## src/rtl/nibble_pack_pkg.sv

```systemverilog
// Shared constants and the {valid, word} record carried down the nibble-pack pipeline.
package nibble_pack_pkg;

  localparam int NIB_W   = 4;
  localparam int NIBBLES = 4;
  localparam int WORD_W  = NIB_W * NIBBLES;
  localparam int CNT_W   = $clog2(NIBBLES);

  typedef struct packed {
    logic              valid;
    logic [WORD_W-1:0] word;
  } packed_word_t;

endpackage

```

## src/rtl/nibble_pipe_stage.sv

```systemverilog
// One delay stage of the word pipeline; idle stages carry all-zero data.
module nibble_pipe_stage
  import nibble_pack_pkg::*;
(
  input  logic         i_clk,
  input  logic         i_rst_n,
  input  packed_word_t i_d,
  output packed_word_t o_q
);

  packed_word_t r_q;

  always_ff @(posedge i_clk or negedge i_rst_n) begin
    if (!i_rst_n) begin
      r_q <= '0;
    end else begin
      r_q.valid <= i_d.valid;
      r_q.word  <= i_d.valid ? i_d.word : '0;
    end
  end

  assign o_q = r_q;

endmodule

```

## src/rtl/e_nibble_pack_3.sv

```systemverilog
// Packs an MSB-first serial nibble stream into 16-bit words and delivers each
// completed word LATENCY edges after its final nibble is sampled.
module e_nibble_pack_3
  import nibble_pack_pkg::*;
#(
  parameter int LATENCY = 3
)
(
  input  logic              _i_clk,
  input  logic              _i_rst_n,
  input  logic [NIB_W-1:0]  _i_nibble,
  input  logic              _i_nibble_valid,
  input  logic              _i_flush,
  output logic [WORD_W:0]   __output
);

  logic [CNT_W-1:0]        r_count;
  // Only the low three nibbles are ever read back; the oldest one leaves the word on completion.
  logic [WORD_W-NIB_W-1:0] r_shift;
  logic                    w_accept;
  logic                    w_last;
  packed_word_t            w_stage [0:LATENCY];

  assign w_accept = _i_nibble_valid && !_i_flush;
  assign w_last   = w_accept && (r_count == CNT_W'(NIBBLES - 1));

  always_ff @(posedge _i_clk or negedge _i_rst_n) begin
    if (!_i_rst_n) begin
      r_count <= '0;
      r_shift <= '0;
    end else if (_i_flush) begin
      r_count <= '0;
      r_shift <= '0;
    end else if (_i_nibble_valid) begin
      r_shift <= {r_shift[WORD_W-2*NIB_W-1:0], _i_nibble};
      r_count <= w_last ? '0 : r_count + CNT_W'(1);
    end
  end

  assign w_stage[0] = {w_last, r_shift, _i_nibble};

  genvar gi;
  generate
    for (gi = 0; gi < LATENCY; gi++) begin : g_stage
      nibble_pipe_stage u_stage (
        .i_clk   (_i_clk),
        .i_rst_n (_i_rst_n),
        .i_d     (w_stage[gi]),
        .o_q     (w_stage[gi+1])
      );
    end
  endgenerate

  assign __output = w_stage[LATENCY];

endmodule

```

## config.mk

```make
export PLATFORM = sky130hd
export DESIGN_NAME = e_nibble_pack_3
export DESIGN_NICKNAME = d
export VERILOG_FILES = /design/src/rtl/nibble_pack_pkg.sv /design/src/rtl/nibble_pipe_stage.sv /design/src/rtl/e_nibble_pack_3.sv
export SDC_FILE = /design/constraint.sdc
export NUM_CORES = 1
export LEC_CHECK = 0
export BUFFER_PORTS_ARGS = -buffer_cell sky130_fd_sc_hd__buf_2
export CAP_MARGIN = 20
export CORE_ASPECT_RATIO = 0.5
export CORE_UTILIZATION = 50
export CTS_BUF_LIST = sky130_fd_sc_hd__clkbuf_8
export DETAILED_ROUTE_END_ITERATION = 10
export MAX_ROUTING_LAYER = met4
export PLACE_DENSITY = 0.7
export SLEW_MARGIN = 10
export SYNTH_ARGS = -nofsm -noshare
export SYNTH_HDL_FRONTEND = slang
export SYNTH_SLANG_ARGS = --single-unit
```

## constraint.sdc

```tcl
create_clock -name _i_clk -period 1.4 [get_ports _i_clk]
set_input_delay 0.21 -clock _i_clk [delete_from_list [all_inputs] [get_ports _i_clk]]
set_output_delay 0.21 -clock _i_clk [all_outputs]
set_load 0.005 [all_outputs]
```

==> results by group, run 1 <==
Pwr
  • Pwr Density: between 1000 and 1500 nW/µm²
  • Pleak: 1.41 nW
  • VDD IR max: around 0.62 mV

Setup path
  • Crit path required time: about 1600 ps
  • CP delay by family, top: simple AND/OR/NAND/NOR gates
  • Worst path cell trace: ha_1 > and3b_1 > and2_1
  • Highest fanout seen on the critical path: 17
  • Crit path max-delay cell type: dfrtp_1
  • Crit path capture type: flip-flop
  • Worst reg2reg path depth: 3
  • WP depth: 3
  • CP Class: reg2reg
  • Critical Path Source Type: flip-flop
  • Max incr delay on CP: roughly 400 ps
  • R2r setup slk: slightly below 200 ps
  • Bufs and invs on worst path: 0
  • Worst endpoint data arrival time: between 1000 and 1500 ps

Route
  • Initial DRC count: between 70 and 80
  • Routed WL per cell: 11.7 µm
  • Vias per cell: roughly 4.4
  • DRT Pass-1 Iters: 4
  • Remaining DRCs: 0
  • Via count: between 1000 and 1500
  • Final ANT Viol Nets: 0
  • Routed WL: 2820 µm

STA
  • Endpoints failing setup: 0
  • Max-slew violation count: 0
  • Min setup slack post-route: ~190 ps
  • Endpoints failing hold: 0
  • Tmin final: about 1200 ps
  • Worst-margin pin slew: 381 ps
  • Setup tns final: 0 ps
  • Setup Skew: 5.51 ps
  • Fin crit share: a little under nine tenths
  • Fmax: 830 MHz
  • RSZ-0062 raised after global routing: no
  • Relative slew margins: 74.6%

CTS
  • CTS root buf: clkbuf_8
  • Post-CTS sizing: 0
  • CTS tree: yes
  • CTS buffer count: 9
  • Sink Count: between 60 and 70
  • Post-CTS Setup Inserts: 0
  • Clock Latency Late Sink: roughly 330 ps
  • Clk slew on worst S/H paths: roughly 70 ps
  • CTS Hold Bufs: 1
  • Max clock buf depth: 2
  • H-tree Lvls: 3

Synthesis
  • Net Count, Synth: around 160
  • Number of synthesis warnings: 0
  • Synth unique cells: 10
  • Register bit count reported by yosys: between 60 and 70
  • Sequential cell area fraction in the yosys report: around three quarters
  • Post-synthesis cell count: 150
  • Cell Area, Synth: ~2200 µm²
  • Syn avg cell area: roughly 15 µm²

Floorplanning
  • DIE HEIGHT: between 40 and 50 µm
  • Starting Density: between 50% and 60%
  • Die W: roughly 96 µm
  • I/O Pins: 25
  • Core area: about 4000 µm²
  • Die Footprint: 4670 µm²
  • Standard-cell row count: 16

Worst hold path
  • Hold Crit Class: in2reg
  • Worst hold path depth: 2

Layout
  • Layout Cells excl Fill: 241
  • Area Growth Syn to Fin: 16.8%
  • N_diodes: 0
  • Final #Nets: between 150 and 200
  • Share of layout cells above drive strength 1: 21.9%
  • Final core occ: a little over three fifths

Global routing
  • First-pass GRT wire length: between 4000 and 5000 µm
  • Gr ovfl total: 0
  • Vias in the first global route: approximately 1000
  • Initial antenna violation count: 0
  • Largest net degree at the start of global routing: 49
  • Total GRT Usage: approximately 16%

Place
  • Hpwl dp: about 1900 µm
  • Final GP Congestion: just over 0.7
  • Port Buffers: 24
  • Placed insts: approximately 220
  • Pre-CTS WS: 189 ps

Run status
  • Run status: complete, no violations

Job
  • Max Cap Viol: 0
per-stage QoR:
stage | cell area [µm²] | hold WS, ps | total power [mW]
after floorplan | 2190 | -85.6 | 1.99
after global placement | 2360 | 149 | 2.06
after detailed placement | 2360 | 155 | 2.06
after CTS | 2560 | 109 | 3.52
after global routing | 2560 | 119 | 3.63
final | 2560 | 127 | 3.48
cells by family (layout without fill, tap and decap cells):
kind of cell             after synthesis  count (layout)  share of synthesized area (%)
flip-flops                            65              65                           74.2
adder cells (fa/ha/maj)                1               1                          0.571
AND/OR/NAND/NOR                       63              63                           16.5
buffers and inverters                  7              44                           2.40
XOR/XNOR                               1               1                          0.400
multiplexers                          13              13                           5.94
flip-flops by register name, indices dropped and copies added (netlist names):
register	cells
g_stage.u_stage.o_q	51
r_count	2
r_shift	12
worst register-to-register path, delay by kind of cell (launching register included):
| kind | cells | cell delay [ps] |
|---|---|---|
| fa+ha+maj | 1 | 190 |
| flops | 1 | 400 |
| simple gates | 2 | 510 |
routing by layer:
layer,vias up,part of all wire (%),GRT usage [%]
met1,494,51,21.2
met5,-,0,-
li1,531,-,-
met2,31,41,19.6
met4,0,0.74,6.72
met3,3,7.3,7.48
synthesized netlist by cell type:
library cell	instances	area share, %
buf_6	3	1.5
and2_1	48	14
and3b_1	1	0.40
dfrtp_1	65	74
nor2_1	14	2.4
clkbuf_1	3	0.51
mux2i_1	13	5.9
xnor2_1	1	0.40
ha_1	1	0.57
buf_4	1	0.34
worst paths after layout:
| path | endpoint | startpoint |
|---|---|---|
| max reg2reg | g_stage[0].u_stage.o_q[4]$_DFF_PN0_ | r_count[0]$_DFFE_PN0P_ |
| min | g_stage[0].u_stage.o_q[3]$_DFF_PN0_ | _i_nibble[3] |
| max in group asynchronous | r_shift[9]$_DFFE_PN0P_ | _i_rst_n |
| min reg2reg | g_stage[1].u_stage.o_q[13]$_DFF_PN0_ | g_stage[0].u_stage.o_q[13]$_DFF_PN0_ |
| max | g_stage[0].u_stage.o_q[4]$_DFF_PN0_ | r_count[0]$_DFFE_PN0P_ |
| min in group asynchronous | g_stage[1].u_stage.o_q[15]$_DFF_PN0_ | _i_rst_n |
report_power, final:
part	total (mW)	switching (mW)	internal, mW
Sequential	1.91	0.0146	1.90
Combinational	0.110	0.0680	0.0423
Clock	1.46	0.651	0.805
Total	3.48	0.733	2.74
cell usage in the layout (no fill, tap or decap):
cell type / instances
and2_1: 48
dlygate4sd3_1: 1
clkbuf_8: 9
nor2_1: 14
dfrtp_1: 65
clkinv_4: 1
buf_2: 24
xnor2_1: 1
mux2i_1: 13
buf_12: 1
and3b_1: 1
inv_1: 2
clkinvlp_4: 1
bufinv_16: 1
ha_1: 1
clkinv_2: 2
buf_4: 2
area by class of cell:
type                    count  area [µm²]
clock buffers               9         124
clock inverters             7        63.8
fillers                   326        1480
multi-input cells          78         513
flip-flops and latches     65        1630
well taps                  54        67.6
repair buffers             28         165
Note: power is estimated with default switching activity, not from simulation.
==> inputs of run 2 (changes only) <==
--- a/config.mk
+++ b/config.mk
@@ -13,6 +13,7 @@
 export DETAILED_ROUTE_END_ITERATION = 10
 export MAX_ROUTING_LAYER = met4
 export PLACE_DENSITY = 0.7
+export RECOVER_POWER = 50
 export SLEW_MARGIN = 10
 export SYNTH_ARGS = -nofsm -noshare
 export SYNTH_HDL_FRONTEND = slang
==> run 2 against run 1 <==
- critical path type unchanged
- die area did not move
- clock power barely moved
- wire length rose by 0.43%
- first-iteration DRC count fell by 5.6%
- register-to-register slack barely moved
- power barely moved
- largest power group unchanged
==> results by group, run 2 (synthesized netlist as in run 1, its figures left out) <==
Run status
  • Run status: complete, no violations

Place
  • Final GP Congestion: slightly above 0.7
  • Port Buffers: 24
  • Pre-CTS WS: around 190 ps
  • Placed insts: 224
  • Hpwl dp: around 1900 µm

CTS
  • Post-CTS Setup Inserts: 0
  • Post-CTS sizing: 0
  • CTS root buf: clkbuf_8
  • Clock Latency Late Sink: around 330 ps
  • Max clock buf depth: 2
  • Clk slew on worst S/H paths: about 70 ps
  • CTS tree: yes
  • CTS buffer count: 9
  • H-tree Lvls: 3
  • Sink Count: 65

Setup path
  • CP Class: reg2reg
  • Highest fanout seen on the critical path: 17
  • Crit path capture type: flip-flop
  • Critical Path Source Type: flip-flop
  • Crit path required time: approximately 1600 ps
  • Worst endpoint data arrival time: ~1400 ps

Worst hold path
  • Hold Crit Class: in2reg

STA
  • Tmin final: roughly 1200 ps
  • Relative slew margins: 74.6%
  • Max-slew violation count: 0
  • Fin crit share: a little under nine tenths
  • Endpoints failing hold: 0
  • RSZ-0062 raised after global routing: no
  • Fmax: a little over 800 MHz
  • Endpoints failing setup: 0
  • Worst-margin pin slew: 381 ps
  • Min setup slack post-route: just under 200 ps
  • Setup tns final: 0 ps
  • Final hold slack: roughly 130 ps
  • Setup Skew: around 6.5 ps

Global routing
  • Vias in the first global route: about 1000
  • First-pass GRT wire length: about 4900 µm
  • Total GRT Usage: between 15 and 20%
  • Gr ovfl total: 0
  • Largest net degree at the start of global routing: 49
  • Initial antenna violation count: 0

Route
  • Initial DRC count: between 60 and 70
  • DRT Pass-1 Iters: 4
  • Vias per cell: around 4.4
  • Routed WL per cell: roughly 12 µm
  • Routed WL: 2840 µm
  • Final ANT Viol Nets: 0
  • Via count: 1055
  • Remaining DRCs: 0

Floorplanning
  • DIE HEIGHT: 48.8 µm
  • Die Footprint: between 4000 and 5000 µm²
  • Die W: 95.6 µm
  • Core area: 4040 µm²
  • Standard-cell row count: 16
  • I/O Pins: 25
  • Starting Density: a little over half

Pwr
  • VDD IR max: between 0.6 and 0.7 mV
  • Pwr Total: about 3.5 mW
  • Pleak: ~1.4 nW
  • Pwr Density: 1360 nW/µm²

Layout
  • Most frequent cells in the layout: 65 x dfrtp_1, 26 x and2_1, 24 x buf_2
  • Layout Cells excl Fill: roughly 240
  • Most common cell after layout, fill and taps aside: dfrtp_1
  • N_diodes: 0
  • Final #Nets: 191
  • Max reg flops: roughly 50
  • Area Growth Syn to Fin: 16.8%
  • Share of layout cells above drive strength 1: 21.9%

Job
  • Max Cap Viol: 0
run 2: changes by cell type in the layout (fill, tap and decap cells not counted):
cell,previous run,this run
and2_0,0,22
and2_1,48,26
run 2: metal layers:
layer / track usage, % / wire (µm) / share of wire (%) / up-vias
met1: 21.2 / 1460 / 52 / 491
met5: - / 0 / 0 / -
met2: 19.6 / 1140 / 40 / 30
li1: - / - / - / 531
met4: 6.72 / 21 / 0.74 / 0
met3: 7.48 / 216 / 7.6 / 3
run 2: worst max-delay path, cell delays in order, from the launching register on:
cell	delay (ps)
dfrtp_1	400
ha_1	190
and3b_1	280
and2_1	220
run 2: where the power goes:
part,switching (mW),internal [mW]
combinational,0.0681,0.0423
sequential,0.0147,1.90
clock,0.652,0.805
run 2: worst paths after layout:
kind	startpoint	end	slack, ps	depth (start not counted)
max	r_count[0]$_DFFE_PN0P_	g_stage[0].u_stage.o_q[4]$_DFF_PN0_	200	3
max in group asynchronous	_i_rst_n	r_shift[9]$_DFFE_PN0P_	510	3
max reg2reg	r_count[0]$_DFFE_PN0P_	g_stage[0].u_stage.o_q[4]$_DFF_PN0_	200	3
min reg2reg	g_stage[0].u_stage.o_q[13]$_DFF_PN0_	g_stage[1].u_stage.o_q[13]$_DFF_PN0_	450	1
min in group asynchronous	_i_rst_n	g_stage[1].u_stage.o_q[15]$_DFF_PN0_	340	2
min	_i_nibble[1]	g_stage[0].u_stage.o_q[1]$_DFF_PN0_	130	2
run 2: stage by stage:
step	util (%)	instance area [µm²]
global placement	58.4	2360
global route	63.3	2560
CTS	63.3	2560
detailed placement	58.4	2360
finish	63.3	2560
floorplan	-	2190
run 2: cell type report:
| cell class | instances | area (µm²) |
|---|---|---|
| sequential | 65 | 1630 |
| fill | 326 | 1480 |
| clock inverter | 7 | 63.8 |
| timing repair buffer | 28 | 165 |
| multi-input combinational | 78 | 513 |
| tap | 54 | 67.6 |
| clock buffer | 9 | 124 |
run 2: repair_timing:
| item | 4_1_cts | 5_1_grt |
|---|---|---|
| endpoints found under the setup margin | 0 | 0 |
| hold buffers | 1 | 0 |
| endpoints found under the hold margin | 17 | 0 |
